==> src/rtl/run_ctrl.sv <==
// Start/Ack launch responder: holds PC at the program base while Start is high, runs until done.
// Latency: Start rise -> PcLoad 1 cycle, Start fall -> Run 1 cycle, DoneInstr -> Ack 1 cycle.
// No backpressure: Start is a level request, and Ack is held until the next Start.
module run_ctrl #(
  parameter int PC_W     = 10,
  parameter int NUM_PROG = 3,
  parameter int P1_BASE  = 0,
  parameter int P2_BASE  = 256,
  parameter int P3_BASE  = 512,
  parameter int CNT_W    = 16
) (
  input  logic             Clk,
  input  logic             Reset,
  input  logic             Start,
  input  logic             DoneInstr,
  output logic             Ack,
  output logic             Run,
  output logic             PcLoad,
  output logic [PC_W-1:0]  PcTarget,
  output logic [1:0]       ProgIdx,
  output logic [CNT_W-1:0] CycleCount
);

  typedef enum logic [1:0] {
    IDLE = 2'd0,
    LOAD = 2'd1,
    RUN  = 2'd2,
    DONE = 2'd3
  } state_t;

  state_t state;

  localparam logic [1:0] LAST_IDX = 2'(NUM_PROG - 1);

  // Program base decode. PcTarget is the only output that is not registered.
  always_comb begin
    PcTarget = PC_W'(P1_BASE);
    case (ProgIdx)
      2'd1:    PcTarget = PC_W'(P2_BASE);
      2'd2:    PcTarget = PC_W'(P3_BASE);
      default: PcTarget = PC_W'(P1_BASE);
    endcase
  end

  // Launch sequencer. Every output is computed for the state being entered,
  // so the outputs change on the same edge as the state.
  always_ff @(posedge Clk) begin
    if (Reset) begin
      state      <= IDLE;
      Ack        <= 1'b0;
      Run        <= 1'b0;
      PcLoad     <= 1'b0;
      ProgIdx    <= 2'd0;
      CycleCount <= '0;
    end else begin
      case (state)
        IDLE: begin
          if (Start) begin
            state      <= LOAD;
            PcLoad     <= 1'b1;
            CycleCount <= '0;
          end
        end
        LOAD: begin
          // Keep the PC pinned for as long as the host holds Start high.
          CycleCount <= '0;
          if (!Start) begin
            state  <= RUN;
            PcLoad <= 1'b0;
            Run    <= 1'b1;
          end
        end
        RUN: begin
          if (Start) begin
            // A restart takes priority over a done seen in the same cycle.
            // The program index is not advanced.
            state      <= LOAD;
            Run        <= 1'b0;
            PcLoad     <= 1'b1;
            CycleCount <= '0;
          end else begin
            // This cycle is counted, including the cycle that carries DoneInstr.
            // The count saturates at all-ones instead of wrapping.
            if (CycleCount != '1) begin
              CycleCount <= CycleCount + 1'b1;
            end
            if (DoneInstr) begin
              state   <= DONE;
              Run     <= 1'b0;
              Ack     <= 1'b1;
              ProgIdx <= (ProgIdx == LAST_IDX) ? 2'd0 : ProgIdx + 2'd1;
            end
          end
        end
        DONE: begin
          if (Start) begin
            state      <= LOAD;
            Ack        <= 1'b0;
            PcLoad     <= 1'b1;
            CycleCount <= '0;
          end
        end
        default: begin
          state  <= IDLE;
          Ack    <= 1'b0;
          Run    <= 1'b0;
          PcLoad <= 1'b0;
        end
      endcase
    end
  end

endmodule

==> config.mk <==
export PLATFORM = sky130hd
export DESIGN_NAME = run_ctrl
export DESIGN_NICKNAME = d
export VERILOG_FILES = /design/src/rtl/run_ctrl.sv
export SDC_FILE = /design/constraint.sdc
export NUM_CORES = 1
export LEC_CHECK = 0
export ABC_CLOCK_PERIOD_IN_PS = 2500
export BUFFER_PORTS_ARGS = -buffer_cell sky130_fd_sc_hd__buf_2
export CORE_UTILIZATION = 55
export CTS_BUF_LIST = sky130_fd_sc_hd__clkbuf_16
export DETAILED_ROUTE_END_ITERATION = 12
export MAX_ROUTING_LAYER = met4
export PLACE_DENSITY = 0.83
export SYNTH_ARGS = -nofsm -noshare
export SYNTH_HDL_FRONTEND = slang
export SYNTH_SLANG_ARGS = --single-unit
export TNS_END_PERCENT = 30
==> constraint.sdc <==
create_clock -name Clk -period 2.5 [get_ports Clk]
set_input_delay 0.375 -clock Clk [delete_from_list [all_inputs] [get_ports Clk]]
set_output_delay 0.375 -clock Clk [all_outputs]
set_load 0.01 [all_outputs]
### After elaboration in Yosys (flattened, before gate mapping)

Cells that the tools add are included.

| storage, ports and cells | value |
|---|---|
| register bits | 23 |
| input port bits | 4 |
| output and inout bits | 31 |

| cells by class | value |
|---|---|
| $add $sub $neg | 2 |
| equality and inequality tests | 14 |
| multiplexer cells | 22 |
| bitwise operators | 1 |
| reductions and logical operators | 11 |

Operator list:

| cell | count |
|---|---|
| $mux 16 | 3 |
| $pmux 16 s3 | 1 |
| $pmux 10 s2 | 1 |
| $add 16x1->16 const B | 1 |
| $ne 16x16->1 const B | 1 |
| $mux 2 | 5 |
| $reduce_and 3->1 | 3 |
| $mux 1 | 8 |
| $ne 2x2->1 const B | 4 |
| $eq 2x2->1 const B | 3 |
| $ne 3x3->1 const B | 2 |
| $pmux 1 s2 | 3 |
| $pmux 2 s3 | 1 |
| $eq 2x1->1 const B | 2 |
| $ne 2x1->1 const B | 2 |
| $reduce_and 2->1 | 2 |
| $reduce_and 4->1 | 1 |
| $reduce_bool 2->1 | 2 |
| $reduce_or 3->1 | 1 |
| $add 2x1->2 const B | 1 |
| $logic_not 2->1 | 1 |
| $reduce_or 2->1 | 1 |
| $not 1->1 | 1 |

### Depth between registers and ports, before layout

| logic depth | value |
|---|---|
| depth after elaboration | 4 |
| depth in mapped cells | 7 |
| gate-level depth less buffers | 7 |

### Worst setup path before layout

OpenSTA, ideal clock, no wires.

| timing path | value |
|---|---|
| path kind | register -> register |
| from | register state[0] |
| to | register CycleCount[5] |
| arrival | 1.582 ns |
| data required time | 2.372 ns |
| path slack | 0.790 ns |
| cell stages (with the launch flop) | 8 |
| path buffers | 0 |
| path through | dfxtp_1 inv_1 ha_1 nand3b_4 nor4_4 a211oi_1 xnor2_1 nor2_1 |

| on the way | value |
|---|---|
| longest elaborated chain between the ends | 4 |
| elaborated cells between the ends (all ways) | 9 |

Ends and longest elaborated chain:

| item | line | text |
|---|---|---|
| start: declaration | 31 | `state_t state;` |
| start signal: assignment | 49 | `state <= IDLE;` |
| start signal: assignment | 59 | `state <= LOAD;` |
| start signal: assignment | 68 | `state <= RUN;` |
| $eq 2x2->1 / $logic_not 2->1 (equally long branches) | 56 | `case (state)` |
| $reduce_or 2->1 (no source line) | - |  |
| $ne 2x1->1 (no source line) | - |  |
| $reduce_and 2->1 (no source line) | - |  |
| end signal: assignment | 85 | `CycleCount <= CycleCount + 1'b1;` |
| end: declaration | 21 | `output logic [CNT_W-1:0] CycleCount` |

Parallel ways exist; a longest one is shown, timed or not.
A chain may end at the register's enable or synchronous reset.

### Worst setup path after layout

| timing path | value |
|---|---|
| from | register state[0] |
| to | register CycleCount[6] |

Same word-level chain as after synthesis.

==> run_results.csv <==
group,metric,value,unit
timing,worstMarginPinSlew,0.580,ns
placed_design,gp_congestion,0.791,
floorplan,rows,17,
placed_design,portBuffers,26,
timing,fin_tns_setup,0,ns
finish,design_area,1480,µm²
finish,fillers,200,
power_and_ir_drop,power.density,633,nW/µm²
yosys,synth_warnings,0,
critical_path,cp-start-kind,"flop",
yosys,ys_seq_elements,23,
critical_path,cp.required,2.63,ns
run_status,status,"finished, final reports clean",
critical_path,critical_path_buf_inv_count,1,
routing,drc_errors,0,
yosys,synth_edf_count,0,
global_routing,grt_util_all_layers,22.3,%
timing,period_needed,1.98,ns
timing,maxSlewViolCount,0,
yosys,synthCells,148,
finish,num_antenna_cells,0,
routing,wl_met3,93,µm
clock_tree,clk_latency,0.26,ns
min_path,worstHoldStart,"Reset",
critical_path,critical_path.top_delay_family,"simple AND/OR/NAND/NOR gates",
critical_path,arrival,2.11,ns
yosys,seq_area_frac_synth,35.9,%
clock_tree,htreeDepth,1,
floorplan,start_util,58.0,%
routing,drtAntennaViolNets,0,
routing,vias_per_cell,5.35,
timing,relSlewSlack,61.1,%
timing,fmax,0.506,GHz
power_and_ir_drop,ir_drop,0.000401,V
timing,finalSetupViolCount,0,
global_routing,gr-total-overflow,0,
job,maxCapViolations,0,
routing,wl_met2,1.25,mm
global_routing,antenna_found_initial,0,
finish,area_growth,15.5,%
floorplan,coreArea,2210,µm²
critical_path,crit_chain,"inv_1 -> ha_1 -> nand3b_4 -> nor4_4 -> a211oi_1 -> xnor2_1 -> nor2_1",
critical_path,cp_slowest_cell,"nor4_4",
critical_path,rrSetupSlack,0.52,ns
critical_path,cp-end-kind,"flop",
clock_tree,cts.path.max_buffers,2,
timing,rsz0062_at_grt,"false",
floorplan,die_area,2530,µm²
yosys,synth.avg_cell_area,8.67,µm²
yosys,async_flop_share,0,%
critical_path,timing.rr.start,"state[0]$_SDFFE_PP0P_",
global_routing,grt_pass1_wl,4.09,mm
placed_design,dp_hpwl,1.85,mm
routing,wl_met1,1.09,mm
clock_tree,cts_buffers,3,
clock_tree,cts.clk_slew.worst_paths,0.06,ns
min_path,worstHoldPathCells,2,
yosys,yosysUniqueCellTypes,35,
critical_path,max_stage_delay,0.53,ns
floorplan,io_pins,35,
timing,finalHoldViolCount,0,
clock_tree,post_cts_resized,0,
routing,avgRoutedWirePerCell,12.3,µm
routing,vias,1081,
global_routing,grt_max_degree,18,
critical_path,crit_type,"flop to flop",
critical_path,worstRegToRegCells,7,
timing,fin_crit_sh,79.1,%
yosys,synthFlopType,"dfxtp_1",
finish,post-route-util,67.0,%
finish,finalNetCount,184,
finish,drive_above_1_share,22.4,%
min_path,hold-path-endpoint,"ProgIdx[1]$_SDFFE_PP0P_",
critical_path,reg2reg_to,"CycleCount[6]$_SDFFE_PP0P_",
power_and_ir_drop,cellLeakagePower,0.659,nW
yosys,netlist_area,1280,µm²
floorplan,die_h,50.3,µm
clock_tree,hold_buffers,0,
routing,drt_iter0_drc,13,
critical_path,critPathMaxFanout,9,
global_routing,grt_pass1_vias,943,
clock_tree,cts_setup_buffers,0,
floorplan,die_w,50.3,µm
placed_design,place_area,1400,µm²
clock_tree,cts_root_buffer,"clkbuf_16",
min_path,hold_path_class,"input pin to flop",
routing,highest_layer,"met4",
clock_tree,clock_sinks,23,
clock_tree,cts_tree,"yes",
routing,wl,2.48,mm
routing,dr.pass1.iters,4,
timing,final.setup_skew,0.00207,ns
-- routing by layer --
metal / global-route usage [%] / up-vias
met3: 3.64 / 5
li1: - / 545
met4: 11.1 / 0
met5: - / -
met2: 37.8 / 27
met1: 25.4 / 504
-- per-stage QoR --
stage / cells / power (mW) / hold slack, ns / setup slack (ns)
2_1_floorplan: 155 / 0.563 / 0.499 / 0.790
3_5_place_dp: 198 / 0.598 / 0.484 / 0.536
6_report: 202 / 0.938 / 0.382 / 0.523
5_1_grt: 202 / 0.986 / 0.397 / 0.325
3_3_place_gp: 198 / 0.588 / 0.463 / 0.646
4_1_cts: 202 / 0.943 / 0.386 / 0.510
-- worst max path at each step --
stage | cells past startpoint | slack [ns] | to | from
floorplan | 7 | 0.79 | CycleCount[5]$_SDFFE_PP0P_ | state[0]$_SDFFE_PP0P_
global placement | 7 | 0.65 | CycleCount[5]$_SDFFE_PP0P_ | state[0]$_SDFFE_PP0P_
global route | 7 | 0.32 | CycleCount[6]$_SDFFE_PP0P_ | state[0]$_SDFFE_PP0P_
finish | 7 | 0.52 | CycleCount[6]$_SDFFE_PP0P_ | state[0]$_SDFFE_PP0P_
detailed placement | 7 | 0.54 | CycleCount[6]$_SDFFE_PP0P_ | state[0]$_SDFFE_PP0P_
CTS | 7 | 0.51 | CycleCount[6]$_SDFFE_PP0P_ | state[0]$_SDFFE_PP0P_
-- cell usage in the layout (no fill, tap or decap) --
| cell | netlist | routed |
|---|---|---|
| a21oi_1 | 6 | 6 |
| o31ai_1 | 1 | 1 |
| clkbuf_16 | 0 | 3 |
| buf_2 | 0 | 26 |
| and3_1 | 4 | 4 |
| nor2b_1 | 4 | 4 |
| mux2i_1 | 2 | 2 |
| nand2b_2 | 1 | 1 |
| nand3b_4 | 1 | 1 |
| xnor2_1 | 13 | 13 |
| conb_1 | 1 | 8 |
| a22oi_1 | 1 | 1 |
| nor4b_1 | 2 | 2 |
| o22ai_1 | 1 | 1 |
| inv_1 | 7 | 8 |
| nor3_1 | 4 | 4 |
| o21ai_0 | 4 | 4 |
| or3_1 | 1 | 1 |
| nand3_1 | 4 | 4 |
| nor2_1 | 26 | 26 |
| a31o_1 | 1 | 1 |
| dfxtp_1 | 23 | 23 |
| o32ai_1 | 1 | 1 |
| nor4_1 | 3 | 3 |
| nor2_4 | 1 | 1 |
| a2111oi_2 | 1 | 1 |
| ha_1 | 5 | 5 |
| a211oi_1 | 3 | 3 |
| nor4_4 | 1 | 1 |
| nand4_2 | 2 | 2 |
| nand3_2 | 1 | 1 |
| nand2_1 | 8 | 8 |
| a21oi_4 | 1 | 1 |
| a211oi_2 | 1 | 1 |
| nand4_1 | 2 | 2 |
-- synthesized netlist by cell type (all sizes together) (3+ instances only) --
library cell,count,area [µm²]
inv,7,26.3
and3,4,25.0
a211oi,4,35.0
xnor2,13,114
nor4,4,40.0
ha,5,62.6
clkbuf,3,11.3
nor2,27,109
nand4,4,37.5
nor3,4,20.0
a21oi,7,46.3
o21ai,4,20.0
nor2b,4,25.0
nand2,8,30.0
nand3,5,30.0
buf,8,60.1
dfxtp,23,460
-- report_power, final --
part           total (mW)  switching (mW)  leakage [nW]  internal [mW]
clock network       0.348           0.134        0.0423          0.214
logic               0.184           0.117         0.430         0.0660
registers           0.407          0.0200         0.186          0.387
-- registers in the layout, indices dropped and copies added (netlist names) --
register,flops
Ack,1
PcLoad,1
state,2
Run,1
CycleCount,16
ProgIdx,2
-- layout make-up --
cell class	instances	area, µm²	area share [%]
well taps	28	35.0	2.36
clock inverters	1	3.75	0.253
flip-flops and latches	23	460	31.1
repair buffers	26	130	8.78
inverters	7	26.3	1.77
clock buffers	3	75.1	5.07
multi-input cells	114	751	50.7
-- cells by family (layout without fill, tap and decap cells) --
group,Yosys count,in the layout,synth area share (%)
and+or+nand+nor,65,65,28.8
DFF,23,23,35.9
AOI/OAI and AO/OA,21,21,12.1
buffers and inverters,18,37,7.61
xor gates and xnor gates,13,13,8.88
adders and majority gates,5,5,4.88
muxes,2,2,1.56
other,1,8,0.292
(Power assumes the default switching activity.)
